<file path="config.mk">
export PLATFORM = sky130hd
export DESIGN_NAME = drum_sample_streamer
export DESIGN_NICKNAME = d
export VERILOG_FILES = /design/src/rtl/drum_pkg.sv /design/src/rtl/drum_sample_streamer.sv
export SDC_FILE = /design/constraint.sdc
export NUM_CORES = 1
export LEC_CHECK = 0
export ABC_AREA = 0
export CORE_ASPECT_RATIO = 0.5
export CORE_MARGIN = 2
export CORE_UTILIZATION = 49
export DETAILED_ROUTE_END_ITERATION = 7
export GPL_TIMING_DRIVEN = 0
export PLACE_DENSITY = 0.83
export SYNTH_ARGS = -nofsm -noshare
export SYNTH_HDL_FRONTEND = slang
export SYNTH_SLANG_ARGS = --single-unit
</file>
<file path="constraint.sdc">
create_clock -name CLOCK_50 -period 3.4 [get_ports CLOCK_50]
set_input_delay 0.51 -clock CLOCK_50 [delete_from_list [all_inputs] [get_ports CLOCK_50]]
set_output_delay 0.51 -clock CLOCK_50 [all_outputs]
set_load 0.1 [all_outputs]
</file>
<file path="src/rtl/drum_pkg.sv">
// Shared types and constants for the drum voice sample path.
package drum_pkg;

    localparam int SAMPLE_W = 24;

    typedef enum logic [1:0] {
        IDLE  = 2'd0,
        FETCH = 2'd1,
        HOLD  = 2'd2
    } streamer_state_t;

endpackage

</file>
<file path="src/rtl/drum_sample_streamer.sv">
// Streams one drum hit from an external synchronous sample ROM into the codec
// write FIFO, one sample per FETCH/HOLD round trip. Restartable while busy.
module drum_sample_streamer
    import drum_pkg::*;
#(
    parameter int ADDR_W     = 14,
    parameter int SAMPLE_LEN = 12000
) (
    input  logic                CLOCK_50,
    input  logic                reset,
    input  logic                trigger,
    input  logic                enable,
    output logic [ADDR_W-1:0]   rom_addr,
    input  logic [SAMPLE_W-1:0] rom_data,
    input  logic                write_ready,
    output logic                write,
    output logic [SAMPLE_W-1:0] sample,
    output logic                busy,
    output logic                done
);

    localparam logic [ADDR_W-1:0] LAST_IDX = ADDR_W'(SAMPLE_LEN - 1);

    streamer_state_t       state_q, state_d;
    logic [ADDR_W-1:0]     idx_q, idx_d;
    logic [SAMPLE_W-1:0]   sample_q, sample_d;
    // Set once the ROM word for idx_q has been latched; write is held off until then.
    logic                  cap_q, cap_d;
    logic                  done_q, done_d;

    // State register; reset aborts any hit without a done pulse.
    always_ff @(posedge CLOCK_50) begin
        if (reset) begin
            state_q  <= IDLE;
            idx_q    <= '0;
            sample_q <= '0;
            cap_q    <= 1'b0;
            done_q   <= 1'b0;
        end else begin
            state_q  <= state_d;
            idx_q    <= idx_d;
            sample_q <= sample_d;
            cap_q    <= cap_d;
            done_q   <= done_d;
        end
    end

    // Next-state and transfer strobe. Priority while busy:
    // enable low (abort) > retrigger > ROM capture > transfer.
    always_comb begin
        state_d  = state_q;
        idx_d    = idx_q;
        sample_d = sample_q;
        cap_d    = cap_q;
        done_d   = 1'b0;
        write    = 1'b0;
        case (state_q)
            IDLE: begin
                cap_d = 1'b0;
                if (trigger && enable) begin
                    idx_d   = '0;
                    state_d = FETCH;
                end
            end
            FETCH: begin
                cap_d = 1'b0;
                if (!enable) begin
                    idx_d   = '0;
                    state_d = IDLE;
                end else if (trigger) begin
                    idx_d   = '0;
                    state_d = FETCH;
                end else begin
                    state_d = HOLD;
                end
            end
            HOLD: begin
                if (!enable) begin
                    idx_d   = '0;
                    cap_d   = 1'b0;
                    state_d = IDLE;
                end else if (trigger) begin
                    // Pending sample is dropped; no write this cycle.
                    idx_d   = '0;
                    cap_d   = 1'b0;
                    state_d = FETCH;
                end else if (!cap_q) begin
                    // ROM word for idx_q is valid during this first HOLD cycle.
                    sample_d = rom_data;
                    cap_d    = 1'b1;
                end else if (write_ready) begin
                    write = 1'b1;
                    cap_d = 1'b0;
                    if (idx_q == LAST_IDX) begin
                        idx_d   = '0;
                        done_d  = 1'b1;
                        state_d = IDLE;
                    end else begin
                        idx_d   = idx_q + ADDR_W'(1);
                        state_d = FETCH;
                    end
                end
            end
            default: begin
                idx_d   = '0;
                cap_d   = 1'b0;
                state_d = IDLE;
            end
        endcase
    end

    // Address is held through HOLD so the ROM output stays stable while waiting.
    assign rom_addr = (state_q == IDLE) ? '0 : idx_q;
    assign sample   = (state_q == IDLE) ? '0 : sample_q;
    assign busy     = (state_q != IDLE);
    assign done     = done_q;

endmodule

</file>
# ---- Word level (Yosys, flattened, before mapping)
# Index checks and enable logic that the tools add are counted.
dict set report op_classes {
  add_sub_neg 1
  bitwise_logic 5
  eq_ne 7
  mux 28
  n_reduce_logical 8
}
# operator count
set ops {}
lappend ops {{$mux W14} 9}
lappend ops {{$pmux W14 S3} 1}
lappend ops {{$mux W24} 1}
lappend ops {{$add A14 B1 Y14 const B} 1}
lappend ops {{$eq A14 B14 Y1 const B} 1}
lappend ops {{$mux W2} 7}
lappend ops {{$mux W1} 9}
lappend ops {{$ne A4 B4 Y1 const B} 2}
lappend ops {{$reduce_and A4 Y1} 2}
lappend ops {{$pmux W2 S3} 1}
lappend ops {{$reduce_or A6 Y1} 1}
lappend ops {{$not A1 Y1} 5}
lappend ops {{$reduce_or A4 Y1} 1}
lappend ops {{$ne A3 B3 Y1 const B} 1}
lappend ops {{$reduce_and A3 Y1} 1}
lappend ops {{$eq A2 B1 Y1 const B} 1}
lappend ops {{$eq A2 B2 Y1 const B} 1}
lappend ops {{$logic_not A2 Y1} 1}
lappend ops {{$ne A2 B2 Y1 const B} 1}
lappend ops {{$reduce_bool A2 Y1} 1}
lappend ops {{$logic_and A1 B1 Y1} 1}
dict set report totals {
  word_cells 54
  reg_bits 42
}

# ---- Depth between registers and ports, before layout
dict set report depth {
  depth_word 7
  depth_mapped 7
  ltp_nobuf 5
}

# ---- Least setup slack after synthesis
# OpenSTA, ideal clock, no wires.
dict set report synth_timing {
  path_type {flip-flop to output port}
  startpoint {register state_q[1]}
  endpoint {output port rom_addr[0]}
  arrival_ns 2.030
  stages_incl_launch_ff 4
  required_time_ns 2.890
  path_slack_ns 0.860
  n_path_buf 1
  cell_sequence {dfxtp_1 -> nor2_1 -> clkbuf_1 -> nor2b_1}
}
dict set report synth_between {
  elab_chain_cells 2
}
# element line
set synth_rtl {}
lappend synth_rtl {{from (decl)} drum_sample_streamer.sv:24} ;# streamer_state_t state_q, state_d;
lappend synth_rtl {{from (signal assigned)} drum_sample_streamer.sv:40} ;# state_q <= state_d;
lappend synth_rtl {{$logic_not A2 Y1} drum_sample_streamer.sv:113} ;# assign rom_addr = (state_q == IDLE) ? '0 : idx_q;
lappend synth_rtl {{$mux W14} drum_sample_streamer.sv:113}
lappend synth_rtl {{to (decl)} drum_sample_streamer.sv:13} ;# output logic [ADDR_W-1:0] rom_addr,
# No other way between the ends.

# ---- Worst setup path in the final report
dict set report layout_timing {
  startpoint {input port trigger}
  endpoint {output port write}
}
dict set report layout_between {
  elab_chain_cells 3
}
# element line
set layout_rtl {}
lappend layout_rtl {{from (decl)} drum_sample_streamer.sv:11} ;# input logic trigger,
lappend layout_rtl {{$mux W1} drum_sample_streamer.sv:82} ;# end else if (trigger) begin
lappend layout_rtl {{$mux W1} drum_sample_streamer.sv:78} ;# if (!enable) begin
lappend layout_rtl {{$mux W1} drum_sample_streamer.sv:57} ;# case (state_q)
lappend layout_rtl {{to (decl)} drum_sample_streamer.sv:16} ;# output logic write,
# No other way between the ends.

==> impl_metrics.tcl <==
set metrics [dict create \
    cts-root-buf "clkbuf_8" \
    die_w_um 95.4 \
    cts_made_buffers 5 \
    portBuffers 68 \
    fin_crit_ps 3310 \
    rows 16 \
    worstSetupStartpointType "input pin" \
    gp_congestion 0.865 \
    maxCapViolCount 0 \
    leakage_nw 0.910 \
    synth_cell_types 38 \
    rsz0062_at_grt "no" \
    critPathMostFrequentCell "clkdlybuf4s50_1" \
    yosysSeqAreaShare_pct 41.1 \
    die_y_um 49.7 \
    grt_max_degree 16 \
    powerDensity_nw_per_um2 353 \
    area_delta_synth_final_pct 41.2 \
    critical_path.max_stage_delay_ps 1170 \
    clock_skew_ps 6.53 \
    synth_edf_count 0 \
    hold_path.class "reg2reg" \
    worst-setup-path-type "in2out" \
    place_area_um2 2790 \
    worst_slack_ps 89.9 \
    cts_max_path_buffers 2 \
    hp-start "sample_q[17]$_SDFFE_PP0P_" \
    yosys_warnings 0 \
    fin_crit_sh_pct 97.4 \
    ctsHoldBuffers 0 \
    worstReg2RegStart "idx_q[0]$_SDFFE_PP0P_" \
    grt_first_pass_wirelength_um 9450 \
    ios 70 \
    syn_nets 294 \
    grt_antenna_before_repair 0 \
    tightest_slew_ps 995 \
    fin_setup_tns_ps 0 \
    cts_num_sinks 42 \
    core-area_um2 3940 \
    h-tree-depth 2 \
    final-setup-viol-count 0 \
    synth-main-ff-cell "dfxtp_1" \
    relSlewSlack_pct 33.5 \
    synth.avg_cell_area_um2 7.74 \
    dr_total_vias 2200 \
    nNetsFinal 369 \
    postLayoutCoreUtil_pct 73.2 \
    cp_slowest_cell "clkdlybuf4s50_1" \
    dp_hpwl_um 3990 \
    drc 0 \
    cp-startpoint "trigger" \
    path_cells "clkdlybuf4s50_1 -> nand4bb_1 -> buf_2 -> nor2_4 -> clkdlybuf4s50_1" \
    clk_pin_slew_ps 90 \
    cp.arrival_ps 2800 \
    num_antenna_cells 0 \
    ys_ff_latch 42 \
    syn_area_um2 2040 \
    hold_violations 0 \
    dp_slack_ps 113 \
    async_flop_share_pct 0 \
    reg2reg_slack_ps 1100 \
    cp_data_required_time_ps 2890 \
    stdcell_area_um2 2890 \
    irDropWorstVdd_uv 187 \
    ant_nets 0 \
    cpLargestDelayFamily "buffers and inverters" \
    max_freq_ghz 0.302 \
    firstDrtPassIters 4 \
    ctsResizeCount 0 \
    status "finished, final reports clean" \
    routed_wirelength_um 5580 \
    cts_tree "done" \
    ys_top_cells_by_area "dfxtp_1 (41%), nor2b_1 (12%), nand2_1 (11%)" \
    drive_gt1_share_pct 5.29 \
    insertion_delay_ps 300 \
    first_iter_violations 79 \
    synthCells 264 \
    cp-end-kind "output port" \
    final.fill_count 300 \
    critPathMaxFanout 9 \
    cts_setup_buffers 0 \
    start_util_pct 51.8 \
    grt-ovfl-total 0 \
    path_buf_inv 3 \
    grt_pass1_vias 2051 \
    whs_ps 454 \
    synth_top_area_share_pct 41.1 \
    synth_top_cell_by_area "dfxtp_1" \
    wl_per_cell_um 14.2 \
    slew_viol_final 0 \
    track_usage_pct 25.3 \
    die_area_um2 4740 \
    routed_via_density 5.58 \
]
## through the flow
| stage | cells | power, mW |
|---|---|---|
| 6_report | 394 | 1.02 |
| 5_1_grt | 394 | 1.06 |
| 4_1_cts | 394 | 1.02 |
| 3_5_place_dp | 386 | 0.687 |
| 3_3_place_gp | 386 | 0.682 |
| 2_1_floorplan | 264 | 0.620 |
## cell usage after synthesis, types with 2 or more instances
master,instances
inv_1,2
a211oi_1,4
nor3b_1,2
a21o_1,2
nand3_1,4
or4_1,2
nand4b_1,3
nor4_1,3
nand2_1,61
nand3b_1,4
and4_1,2
a21oi_1,35
o21ai_0,7
nor2b_1,39
dfxtp_1,42
a31oi_1,3
clkbuf_1,11
buf_2,4
nand4_1,6
or3_1,3
nor2_1,5
and3_1,2
o31ai_1,2
a41oi_1,2
## power by group
group	switching (mW)	total (mW)	internal, mW
logic	0.109	0.169	0.0603
registers	0.00763	0.507	0.500
clock network	0.195	0.344	0.148
total	0.312	1.02	0.708
## sequential cells by signal (all words and copies together) (netlist names)
register	count
cap_q	1
idx_q	14
sample_q	24
state_q	2
done	1
## worst register-to-register path, delay by kind of cell (launching register included)
family | cells | cell delay [ps]
buf+inv | 1 | 250
fa+ha+maj | 1 | 250
flops | 1 | 440
simple gates | 1 | 200
compound gates | 3 | 1020
## routing by layer
layer  up-vias  routed length (um)  track usage [%]
li1       1066                   -                -
met1      1039                2420             30.7
met4         0                  53             7.25
met5         -                   0                0
met3         9                 284             4.89
met2        86                2820             45.5
## cells by family (layout without fill, tap and decap cells)
family                     Yosys count  in the layout  share of synthesized area [%]
DFF                                 42             42                           41.1
adders and majority gates            1              1                          0.612
buffers and inverters               19             95                           4.10
and+or+nand+nor                    143            143                           37.5
AOI/OAI and AO/OA                   59             59                           16.6
## worst paths after layout
path | endpoint | cells past startpoint
setup / recovery | write | 5
hold reg to reg | sample_q[17]$_SDFFE_PP0P_ | 2
hold / removal | sample_q[17]$_SDFFE_PP0P_ | 2
setup reg to reg | idx_q[6]$_SDFFE_PP0P_ | 6
## final cells by class
cell class / instances / area [um^2] / share of cell area, %
multi-input cells: 203 / 1120 / 38.8
flip-flops and latches: 42 / 841 / 29.1
repair buffers: 68 / 681 / 23.6
plain buffers: 17 / 76.3 / 2.64
clock buffers: 5 / 68.8 / 2.38
well taps: 54 / 67.6 / 2.34
clock inverters: 3 / 25.0 / 0.867
inverters: 2 / 7.51 / 0.260
## layout by cell type (no fill, tap or decap), drive strengths merged, types with 4 or more instances in the layout
| cell | netlist | final |
|---|---|---|
| buf | 6 | 6 |
| dfxtp | 42 | 42 |
| nor2b | 39 | 39 |
| clkbuf | 11 | 16 |
| a211oi | 4 | 4 |
| nand3 | 4 | 4 |
| o21ai | 7 | 7 |
| clkdlybuf4s50 | 0 | 68 |
| nor2 | 6 | 6 |
| a21oi | 36 | 36 |
| nand2 | 61 | 61 |
| nand4 | 6 | 6 |
| nand3b | 4 | 4 |
Power figures use the tool's default switching activity.
